===== src/rtl/input_debouncer.sv =====
// Two-flop synchronizer followed by a stability-counter debouncer.
// Optional saturating rejected-bounce counter when DEBOUNCE_GLITCH_CNT_EN is defined.
module input_debouncer #(
   parameter int unsigned STABLE_CYCLES = 50000,
   parameter int unsigned CNT_W         = 16,
   parameter logic        RST_LEVEL     = 1'b0
) (
   input  logic       clk,
   input  logic       rst,
   input  logic       in_raw,
   output logic       out,
   output logic       unstable
`ifdef DEBOUNCE_GLITCH_CNT_EN
   ,
   output logic [7:0] glitch_cnt
`endif
);

   typedef enum logic [0:0] {
      ST_STABLE  = 1'b0,
      ST_QUALIFY = 1'b1
   } state_e;

   localparam logic [CNT_W-1:0] CNT_MAX  = CNT_W'(STABLE_CYCLES - 1);
   localparam logic [CNT_W-1:0] CNT_ZERO = {CNT_W{1'b0}};
   localparam logic [CNT_W-1:0] CNT_ONE  = CNT_W'(1);

`ifdef DEBOUNCE_GLITCH_CNT_EN
   function automatic logic [7:0] sat_inc8(input logic [7:0] v);
      return (v == 8'hFF) ? v : (v + 8'd1);
   endfunction

   logic [7:0] glitch_q;
   logic [7:0] glitch_d;
`endif

   state_e           state_q;
   state_e           state_d;
   logic             sync1_q;
   logic             sync2_q;
   logic             out_q;
   logic             out_d;
   logic             unstable_q;
   logic             unstable_d;
   logic [CNT_W-1:0] cnt_q;
   logic [CNT_W-1:0] cnt_d;

   // Synchronizer and debounce state registers; reset overrides everything.
   always_ff @(posedge clk) begin
      if (rst) begin
         sync1_q    <= RST_LEVEL;
         sync2_q    <= RST_LEVEL;
         out_q      <= RST_LEVEL;
         unstable_q <= 1'b0;
         cnt_q      <= CNT_ZERO;
         state_q    <= ST_STABLE;
`ifdef DEBOUNCE_GLITCH_CNT_EN
         glitch_q   <= 8'd0;
`endif
      end else begin
         sync1_q    <= in_raw;
         sync2_q    <= sync1_q;
         out_q      <= out_d;
         unstable_q <= unstable_d;
         cnt_q      <= cnt_d;
         state_q    <= state_d;
`ifdef DEBOUNCE_GLITCH_CNT_EN
         glitch_q   <= glitch_d;
`endif
      end
   end

   // Next-state: qualify a differing level for STABLE_CYCLES cycles, restart on any return.
   always_comb begin
      state_d    = state_q;
      out_d      = out_q;
      unstable_d = unstable_q;
      cnt_d      = cnt_q;
`ifdef DEBOUNCE_GLITCH_CNT_EN
      glitch_d   = glitch_q;
`endif
      case (state_q)
         ST_STABLE: begin
            if (sync2_q != out_q) begin
               cnt_d      = CNT_ONE;
               unstable_d = 1'b1;
               state_d    = ST_QUALIFY;
            end else begin
               cnt_d      = CNT_ZERO;
               unstable_d = 1'b0;
            end
         end
         ST_QUALIFY: begin
            if (sync2_q == out_q) begin
               // Counter is always nonzero here, so this is a rejected bounce.
               cnt_d      = CNT_ZERO;
               unstable_d = 1'b0;
               state_d    = ST_STABLE;
`ifdef DEBOUNCE_GLITCH_CNT_EN
               glitch_d   = sat_inc8(glitch_q);
`endif
            end else if (cnt_q == CNT_MAX) begin
               out_d      = sync2_q;
               cnt_d      = CNT_ZERO;
               unstable_d = 1'b0;
               state_d    = ST_STABLE;
            end else begin
               cnt_d      = cnt_q + CNT_ONE;
               unstable_d = 1'b1;
            end
         end
         default: begin
            cnt_d      = CNT_ZERO;
            unstable_d = 1'b0;
            state_d    = ST_STABLE;
         end
      endcase
   end

   assign out      = out_q;
   assign unstable = unstable_q;
`ifdef DEBOUNCE_GLITCH_CNT_EN
   assign glitch_cnt = glitch_q;
`endif

endmodule


===== config.mk =====
export PLATFORM = sky130hd
export DESIGN_NAME = input_debouncer
export DESIGN_NICKNAME = d
export VERILOG_FILES = /design/src/rtl/input_debouncer.sv
export SDC_FILE = /design/constraint.sdc
export NUM_CORES = 1
export LEC_CHECK = 0
export CAP_MARGIN = 20
export CORE_UTILIZATION = 36
export CTS_BUF_LIST = sky130_fd_sc_hd__clkbuf_8
export CTS_CLUSTER_DIAMETER = 200
export DETAILED_ROUTE_END_ITERATION = 8
export GPL_TIMING_DRIVEN = 1
export MAX_ROUTING_LAYER = met4
export PLACE_DENSITY_LB_ADDON = 0.3
export SLEW_MARGIN = 20
export SYNTH_ARGS = -nofsm -noshare
export SYNTH_HDL_FRONTEND = slang
export SYNTH_SLANG_ARGS = --single-unit

===== constraint.sdc =====
create_clock -name clk -period 1.8 [get_ports clk]
set_input_delay 0.27 -clock clk [delete_from_list [all_inputs] [get_ports clk]]
set_output_delay 0.27 -clock clk [all_outputs]
set_load 0.01 [all_outputs]

# Yosys cells after proc, flatten, opt, wreduce, memory -nomap -nowiden

Index checks and enable logic that the tools add are counted.

Add/sub/neg operators: 1
Equal/unequal tests: 3
Mux-type cells: 8
Bitwise gates (word level): 2
Reduce and logical (&&, ||, !) cells: 1

Operators by type and width:

| operator                                       | number |
|---|---|
| two-way mux 16 bit                             | 2 |
| case mux 16 bit (2 select lines)               | 1 |
| adder 16 x 1 -> 16 bit (second input constant) | 1 |
| equality test 16 bit (second input constant)   | 1 |
| two-way mux 1 bit                              | 4 |
| AND reduction 3 bit                            | 1 |
| NOT 1 bit                                      | 2 |
| case mux 1 bit (2 select lines)                | 1 |
| equality test 1 bit                            | 1 |
| inequality test 1 bit                          | 1 |

Register bits after elaboration: 20
Input bits: 3
Output and inout bits: 2
Logic and storage cells: 20

# Logic depth before layout (Yosys ltp)

Gate-level depths: netlist of the first run.

Word-level depth: 4
Depth in mapped cells: 6

# Worst setup path before layout of the first run

No wires, ideal clock.

Kind: register to register
Start: register cnt_q[4]
End: register cnt_q[10]
Setup time: 0.117 ns
Arrival time: 1.280 ns
Data required time: 1.683 ns
Slack: 0.403 ns
Cell stages (with the launch flop): 7
Buffers on the path: 2
Clock period less this slack: 1.397 ns
Cell sequence: dfxtp_1 clkbuf_8 nor4b_1 nand4_1 nand2_1 buf_2 nor2_1

Longest elaborated chain between the ends: 4
Elaborated cells between the ends (all ways): 5
Classes of those cells: add/sub: 1; eq/ne: 1; mux: 3

RTL lines:

| element                                                        | line     | source |
|---|---|---|
| from (decl)                                                    | 45       | `logic [CNT_W-1:0] cnt_q;` |
| from (signal assigned)                                         | 65       | `cnt_q <= cnt_d;` |
| adder 16 x 1 -> 16 bit or equality test 16 bit (tied branches) | 108, 102 |  |
| two-way mux 16 bit (*)                                         | 102      | `end else if (cnt_q == CNT_MAX) begin` |
| two-way mux 16 bit (*)                                         | 94       | `if (sync2_q == out_q) begin` |
| case mux 16 bit (2 select lines) (*)                           | 82       | `case (state_q)` |

Every way passes the cells marked *; elsewhere a longest branch is shown, timed or not.
A chain may end at the register's enable or synchronous reset.

# Worst setup path in the final report of the first run

Start: register cnt_q[5]
End: register cnt_q[7]

Same word-level chain as after synthesis.

==> run_results.csv, run 1 <==
group,metric,value,unit
run_status,status,"complete, no violations",
worst_hold_path,min-delay-path-class,"flop to flop",
timing,period_share,0.907,
timing,holdWs,0.463,ns
floorplanning,rows,17,
worst_setup_path,cp.arrival,1.76,ns
timing,setup_ws,0.168,ns
synth,synth_flop_cell,"dfxtp_1",
place,dp_hpwl,1150,um
place,io_buffer_count,4,
timing,drv_slew,0,
worst_setup_path,required,1.93,ns
global_routing,grt-ovfl-total,0,
clocking,clk_pin_slew,0.07,ns
final_layout,antenna_cells,0,
power,p_seq_frac,0.558,
power,powerDensity,776,nW/um2
power,p_switching,152,uW
synth,yosysTopAreaCell,"dfxtp_1",
worst_setup_path,crit_type,"flop to flop",
clocking,htree_levels,1,
routing,drt-initial-drc-count,9,
worst_setup_path,critPathLaunchType,"flop",
final_layout,drive_above_1_share,0.144,
power,leakagePower,0.312,nW
global_routing,grt_pass1_wl,2910,um
floorplanning,chipHeight,51.7,um
clocking,hold_buffers,0,
final_layout,num-fill-cells,227,
worst_setup_path,cp_cell_sequence,"nor4bb_1, nand4_1, nand2_1, nor2_1",
timing,fin_crit,1.63,ns
global_routing,antenna_found_initial,0,
routing,vias,668,
floorplanning,core-area,2280,um2
synth,synth_top_area_share,0.449,
synth,ys_top_cells_by_area,"dfxtp_1 45%, xnor2_1 7.9%, nor2_1 5.9%",
clocking,clk_latency,0.26,ns
routing,routed_via_density,5.06,
final_layout,fin_nets,109,
floorplanning,start_util,0.391,
synth,yosys_warnings,0,
synth,synth_cells,94,
place,pre_cts_slack,0.201,ns
floorplanning,ioPinCount,5,
synth,synth_area_per_cell,9.48,um2
synth,syn-cell-area,891,um2
synth,synth_nets,98,
power,peakVddDrop,421,uV
timing,setup-tns-final,0,ns
clocking,cts_tree,"built",
clocking,cts_max_path_buffers,2,
routing,detail_route.wl_per_cell,11.8,um
clocking,cts_root_buf,"clkbuf_8",
global_routing,first_global_vias,677,
timing,tightestPinTransition,0.472,ns
timing,setup_viol,0,
routing,first_pass_iters,4,
synth,async_flop_share,0,
routing,routed_wl,1550,um
synth,synthDistinctLibCells,28,
timing,skew,0.00149,ns
power,internal-power,649,uW
worst_setup_path,max_stage_delay,0.45,ns
global_routing,track_usage,0.153,
synth,ys_ff_latch,20,
routing,route.detailed.drc,0,
clocking,cts_sinks,20,
timing,rsz0062_at_grt,"false",
place,place.gp.congestion,0.853,
power,power_frac_comb,0.018,
global_routing,grt_max_degree,14,
run,max_cap_violations,0,
synth,synth-edff-count,0,
synth,yosysMostFrequentCell,"dfxtp_1",
timing,slew-limit-headroom,0.685,
timing,max_freq,613,MHz
routing,antenna_left,0,
floorplanning,die_area,2680,um2
power,clkPwrFrac,0.424,
floorplanning,die_x,51.7,um
worst_setup_path,slowest_stage,"nor4bb_1",
clocking,cts_resized,0,
synth,netlist_top_cells_count,"20 x dfxtp_1, 14 x nor2_1, 8 x xnor2_1",
worst_setup_path,end_kind,"flop",
power,swShare,0.190,
final_layout,area_growth,15.9,%
timing,hold_viol,0,
synth,seq_area_frac_synth,0.449,
clocking,postCtsSetupRepairBufs,0,
clocking,cts_buffers,3,
worst_setup_path,critPathMaxFanout,13,
==> power by group through the flow <==
stage                     clock, mW  combinational, mW  sequential (mW)
after floorplan                   0            0.00400            0.458
after global placement            0             0.0145            0.458
after detailed placement          0             0.0148            0.458
after CTS                     0.352             0.0149            0.447
after global routing          0.368             0.0160            0.448
final                         0.340             0.0146            0.447
==> cell families (layout without fill, tap and decap cells) <==
group / after synthesis / after routing / share of synthesized area
and+or+nand+nor: 51 / 51 / 0.331
DFF: 20 / 20 / 0.449
xor gates and xnor gates: 14 / 14 / 0.138
buffers and inverters: 4 / 14 / 0.0295
AOI/OAI and AO/OA: 3 / 3 / 0.0267
adders and majority gates: 1 / 1 / 0.0140
muxes: 1 / 1 / 0.0112
==> through the flow <==
| step | cell area [um2] | power (mW) | instances | utilization |
|---|---|---|---|---|
| global placement | 977 | 0.472 | 128 | 0.429 |
| global route | 1030 | 0.832 | 132 | 0.454 |
| finish | 1030 | 0.801 | 132 | 0.454 |
| detailed placement | 977 | 0.472 | 128 | 0.429 |
| CTS | 1030 | 0.814 | 132 | 0.454 |
| floorplan | 891 | 0.462 | 94 | - |
==> flip-flops by register name (all words and copies together), names as in the netlist <==
register,cells
cnt_q,16
out,1
sync1_q,1
sync2_q,1
unstable,1
==> cell type report <==
class                           instances  area, um2  area share
Sequential cell                        20        400       0.388
Inverter                                2       7.51     0.00727
Timing Repair Buffer                    8       70.1      0.0679
Tap cell                               28       35.0      0.0339
Multi-Input combinational cell         70        464       0.450
Clock buffer                            4       55.1      0.0533
==> path summary, 6_finish.rpt <==
kind	from	to	slack, ns	cells after the start
max reg2reg	cnt_q[5]$_SDFF_PP0_	cnt_q[7]$_SDFF_PP0_	0.17	4
max	cnt_q[5]$_SDFF_PP0_	cnt_q[7]$_SDFF_PP0_	0.17	4
min	sync1_q$_SDFF_PP0_	sync2_q$_SDFF_PP0_	0.46	1
min reg2reg	sync1_q$_SDFF_PP0_	sync2_q$_SDFF_PP0_	0.46	1
==> cell usage in the layout, fill, tap and decap left out, types with 3 or more instances in the layout <==
cell type | Yosys | layout
nor3_1 | 4 | 4
xnor2_1 | 8 | 8
nor4_1 | 3 | 3
nand4_1 | 7 | 7
nand3_1 | 5 | 5
nor2_1 | 14 | 14
clkbuf_8 | 1 | 4
buf_4 | 0 | 4
dfxtp_1 | 20 | 20
xor2_1 | 6 | 6
nand2_1 | 4 | 4
clkdlybuf4s50_1 | 0 | 4
==> critical path: cells and delay by family, from the launching register on <==
kind | cells | cell delay, ns
AND/OR/NAND/NOR | 4 | 1.12
flip-flops | 1 | 0.38
==> per-layer routing <==
metal | wire length, um | GRT usage
met1 | 802 | 0.186
met5 | 0 | -
met4 | 9 | 0.0405
met3 | 58 | 0.0614
met2 | 682 | 0.236
Note: power is estimated with default switching activity, not from simulation.
==> inputs of run 2 (changes only) <==
CORE_ASPECT_RATIO = 1.2   (was not set)
CTS_CLUSTER_SIZE = 14   (was not set)
RECOVER_POWER = 100   (was not set)
==> run 2 against run 1 <==
Net effect:
- flip-flop and latch count unchanged
- maximum frequency increased by 4.7%
- design area decreased by 1.1%
- critical path depth increased by 1
==> run_results.csv, run 2 (synthesis gave the netlist of run 1 again) <==
group,metric,value,unit
routing,antenna_left,0,
clocking,clk_pin_slew,0.07,ns
clocking,cts_root_buf,"clkbuf_8",
final_layout,final_cell_area,1020,um2
global_routing,antenna_found_initial,0,
floorplanning,ioPinCount,5,
timing,max_freq,641,MHz
global_routing,track_usage,0.147,
clocking,htree_levels,1,
power,powerDensity,729,nW/um2
routing,first_pass_iters,4,
global_routing,grt-ovfl-total,0,
worst_setup_path,crit_type,"flop to flop",
worst_setup_path,required,1.94,ns
routing,route.detailed.drc,0,
global_routing,met3_usage,0.0289,
timing,holdWs,0.455,ns
clocking,cts_tree,"built",
timing,skew,0.00133,ns
timing,drv_slew,0,
clocking,postCtsSetupRepairBufs,0,
clocking,cts_sinks,20,
final_layout,largest-register,"cnt_q",
floorplanning,rows,19,
place,io_buffer_count,4,
clocking,cts_max_path_buffers,2,
routing,routed_via_density,5.05,
timing,rsz0062_at_grt,"false",
global_routing,top_usage_layer,"met2",
timing,setup_viol,0,
global_routing,grt_pass1_wl,2730,um
power,peakVddDrop,434,uV
timing,fin_crit,1.56,ns
global_routing,met2_usage,0.207,
floorplanning,die_x,47.4,um
floorplanning,core-area,2310,um2
final_layout,fin_nets,109,
worst_setup_path,critPathLaunchType,"flop",
worst_setup_path,end_kind,"flop",
floorplanning,chipHeight,56.5,um
clocking,cts_buffers,3,
final_layout,area_growth,14.6,%
global_routing,first_global_vias,647,
final_layout,drive_above_1_share,0.136,
final_layout,antenna_cells,0,
worst_hold_path,min-delay-path-class,"flop to flop",
timing,tightestPinTransition,0.428,ns
place,pre_cts_slack,0.163,ns
routing,vias,677,
clocking,clk_latency,0.26,ns
routing,drt-initial-drc-count,10,
timing,hold_viol,0,
timing,period_share,0.866,
worst_setup_path,cp.arrival,1.70,ns
worst_setup_path,critPathMaxFanout,4,
place,dp_hpwl,1160,um
global_routing,grt_max_degree,14,
floorplanning,die_area,2680,um2
final_layout,mostFrequentLayoutCell,"dfxtp_1",
timing,setup-tns-final,0,ns
run,max_cap_violations,0,
routing,routed_wl,1580,um
place,place.gp.congestion,0.811,
final_layout,final_cell_mix,"20 x dfxtp_1, 14 x nor2_1, 8 x xnor2_1",
timing,setup_ws,0.240,ns
floorplanning,start_util,0.386,
routing,detail_route.wl_per_cell,11.8,um
global_routing,use_met1,0.189,
place,place_area,981,um2
power,leakagePower,0.313,nW
timing,slew-limit-headroom,0.711,
run_status,status,"complete, no violations",
final_layout,largest_reg_flops,16,
## run 2: cell count changes in the layout (fill, tap and decap cells not counted), sizes merged
cell,previous run,this run
dlygate4sd3,0,3
clkbuf,4,3
clkdlybuf4s50,4,1
## run 2: repair_timing
item	CTS	global route
gates resized for setup	0	1
hold buffers	0	0
endpoints found under the setup margin	0	11
## run 2: critical path, stage by stage (launching register included)
cell	delay, ns
dfxtp_1	0.38
ha_1	0.24
nand4_1	0.21
nor4_1	0.41
xnor2_1	0.16
nor2_1	0.05
## run 2: path summary, 6_finish.rpt
check | from | to | slack (ns) | cells past startpoint
setup reg to reg | cnt_q[1]$_SDFF_PP0_ | cnt_q[14]$_SDFF_PP0_ | 0.24 | 5
setup / recovery | cnt_q[1]$_SDFF_PP0_ | cnt_q[14]$_SDFF_PP0_ | 0.24 | 5
hold reg to reg | sync1_q$_SDFF_PP0_ | sync2_q$_SDFF_PP0_ | 0.46 | 1
hold / removal | sync1_q$_SDFF_PP0_ | sync2_q$_SDFF_PP0_ | 0.46 | 1
## run 2: layer usage
layer,up-vias,share of wire,routed length (um)
li1,354,-,-
met1,310,0.51,798
met2,8,0.44,698
met3,5,0.018,28
met4,0,0.030,48
met5,-,0,0
## run 2: power breakdown
group	switching [mW]	leakage (nW)	internal [mW]
registers	0.00167	0.162	0.446
clock network	0.136	0.0216	0.149
logic	0.00510	0.130	0.00721
total	0.143	0.313	0.602
## run 2: area by class of cell
| type | count | area (um2) |
|---|---|---|
| clock buffers | 3 | 41.3 |
| fillers | 253 | 1280 |
| inverters | 2 | 7.51 |
| multi-input cells | 70 | 463 |
| flip-flops and latches | 20 | 400 |
| well taps | 31 | 38.8 |
| repair buffers | 8 | 70.1 |
## run 2: metrics by stage
stage / util / std cells / power (mW)
floorplan: - / 94 / 0.462
global placement: 0.425 / 131 / 0.470
detailed placement: 0.425 / 131 / 0.471
CTS: 0.443 / 134 / 0.760
global route: 0.443 / 134 / 0.776
finish: 0.443 / 134 / 0.745
==> patch: new RTL, config.mk and constraints of run 2 <==
Set the parameter `CNT_W` to 14 (it was 16).
--- a/src/rtl/input_debouncer.sv
+++ b/src/rtl/input_debouncer.sv
@@ -2,7 +2,7 @@
 // Optional saturating rejected-bounce counter when DEBOUNCE_GLITCH_CNT_EN is defined.
 module input_debouncer #(
    parameter int unsigned STABLE_CYCLES = 50000,
-   parameter int unsigned CNT_W         = 16,
+   parameter int unsigned CNT_W         = 14,
    parameter logic        RST_LEVEL     = 1'b0
 ) (
    input  logic       clk,
Check against the original RTL: same outputs for any inputs over 10 cycles, from zero or initial values and one cycle with rst high; that may be too few to reach the edited logic, so the function may still have changed.
==> patch against run 2 <==
  * Setup slack lost 0.085 ns
  * Wire length shrank 20%
  * Design area shrank 12%
  * Power shrank 0.56%
  * Largest cell class unchanged
  * Synthesized area shrank 15%
  * Highest routed layer is now met3
  * Count of clock-buffer cells in the layout grew 1
  * Sequential cell count shrank 2
  * Critical path depth shrank 1
  * Largest power group unchanged
==> patch: results (changes against run 2) <==
[detailed_routing]
highest_layer = met3
routed-wl-met3_um = 31  ; +11%
met1Wirelength_um = 642  ; -20%
routed_wl_mm = 1.25  ; -20%
vias = 540  ; -20%
dr.pass1.iters = 2  ; -2
drt_iter0_drc = 6  ; -4

[grt]
met2_usage_pct = 20.4  ; -0.35 points
grt_pass1_wl_mm = 2.17  ; -21%
grtUsageMet1_pct = 15.9  ; -3.0 points
grt_pass1_vias = 545  ; -16%

[cells_and_area]
final_nets = 98  ; -10%
layout-drive-gt1-share_pct = 10.8  ; -2.8 points
largest_register_ffs = 14  ; -2

[power_and_ir_drop]
ir_drop_v = 0.000495  ; +14%
p_leak_nw = 0.336  ; +7.3%

[timing]
skew_ns = 0.00231  ; +0.000987 ns
worst_pin_slew_ns = 0.314  ; -0.114 ns

[place]
hpwlAfterDp_um = 926  ; -20%
gp_congestion = 0.774  ; -4.5%

[synthesis]
synthesis.nets = 86  ; -12%
netlist-cell-type-count = 21  ; -25%
synth.top_cells.by_count = dfxtp_1 (18), nor2_1 (16), xnor2_1 (10)
ys_seq_area_share_pct = 47.6  ; +2.7 points

[status]
outcome = completed

[critical_path]
slowest_delay_ns = 0.54  ; +0.13 ns
reg2reg_depth = 4  ; -1
crit_fanout = 13  ; +9
critPathArrivalTime_ns = 1.79  ; +0.09 ns
crit_slowest_cell = or4b_1

==> patch: stage by stage <==
step                worst slack (ns)  hold WS (ns)  std cells  utilization, %  power [mW]
CTS                           0.0702         0.456        112            46.7       0.753
floorplan                      0.220         0.342         82               -       0.418
global route                  0.0168         0.461        112            47.2       0.766
finish                         0.155         0.454        112            47.2       0.741
global placement               0.138         0.434        108            43.9       0.426
detailed placement            0.0822         0.429        108            43.9       0.426
==> patch: logic make-up after synthesis <==
kind of cell,after synthesis,synth area share (%)
xor gates and xnor gates,13,15.0
muxes,1,1.32
adders and majority gates,1,1.65
buffers and inverters,4,2.97
DFF,18,47.6
and+or+nand+nor,45,31.4
==> patch: cell type report <==
class | count | area [um2] | area share [%]
Clock buffer | 4 | 55.1 | 6.09
Inverter | 3 | 11.3 | 1.25
Multi-Input combinational cell | 60 | 383 | 42.4
Sequential cell | 18 | 360 | 39.9
Tap cell | 19 | 23.8 | 2.63
Timing Repair Buffer | 8 | 70.1 | 7.76
==> patch: path summary, 6_finish.rpt <==
check | from | to | slack, ns
worst min register to register | sync1_q$_SDFF_PP0_ | sync2_q$_SDFF_PP0_ | 0.45
worst max-delay path | cnt_q[7]$_SDFF_PP0_ | cnt_q[6]$_SDFF_PP0_ | 0.16
worst max register to register | cnt_q[7]$_SDFF_PP0_ | cnt_q[6]$_SDFF_PP0_ | 0.16
worst min-delay path | sync1_q$_SDFF_PP0_ | sync2_q$_SDFF_PP0_ | 0.45
==> patch: power by group <==
| group | leakage, nW | internal, mW | switching [mW] |
|---|---|---|---|
| registers | 0.146 | 0.401 | 0.00207 |
| clock network | 0.0288 | 0.194 | 0.130 |
| logic | 0.161 | 0.00816 | 0.00514 |
| total | 0.336 | 0.604 | 0.137 |
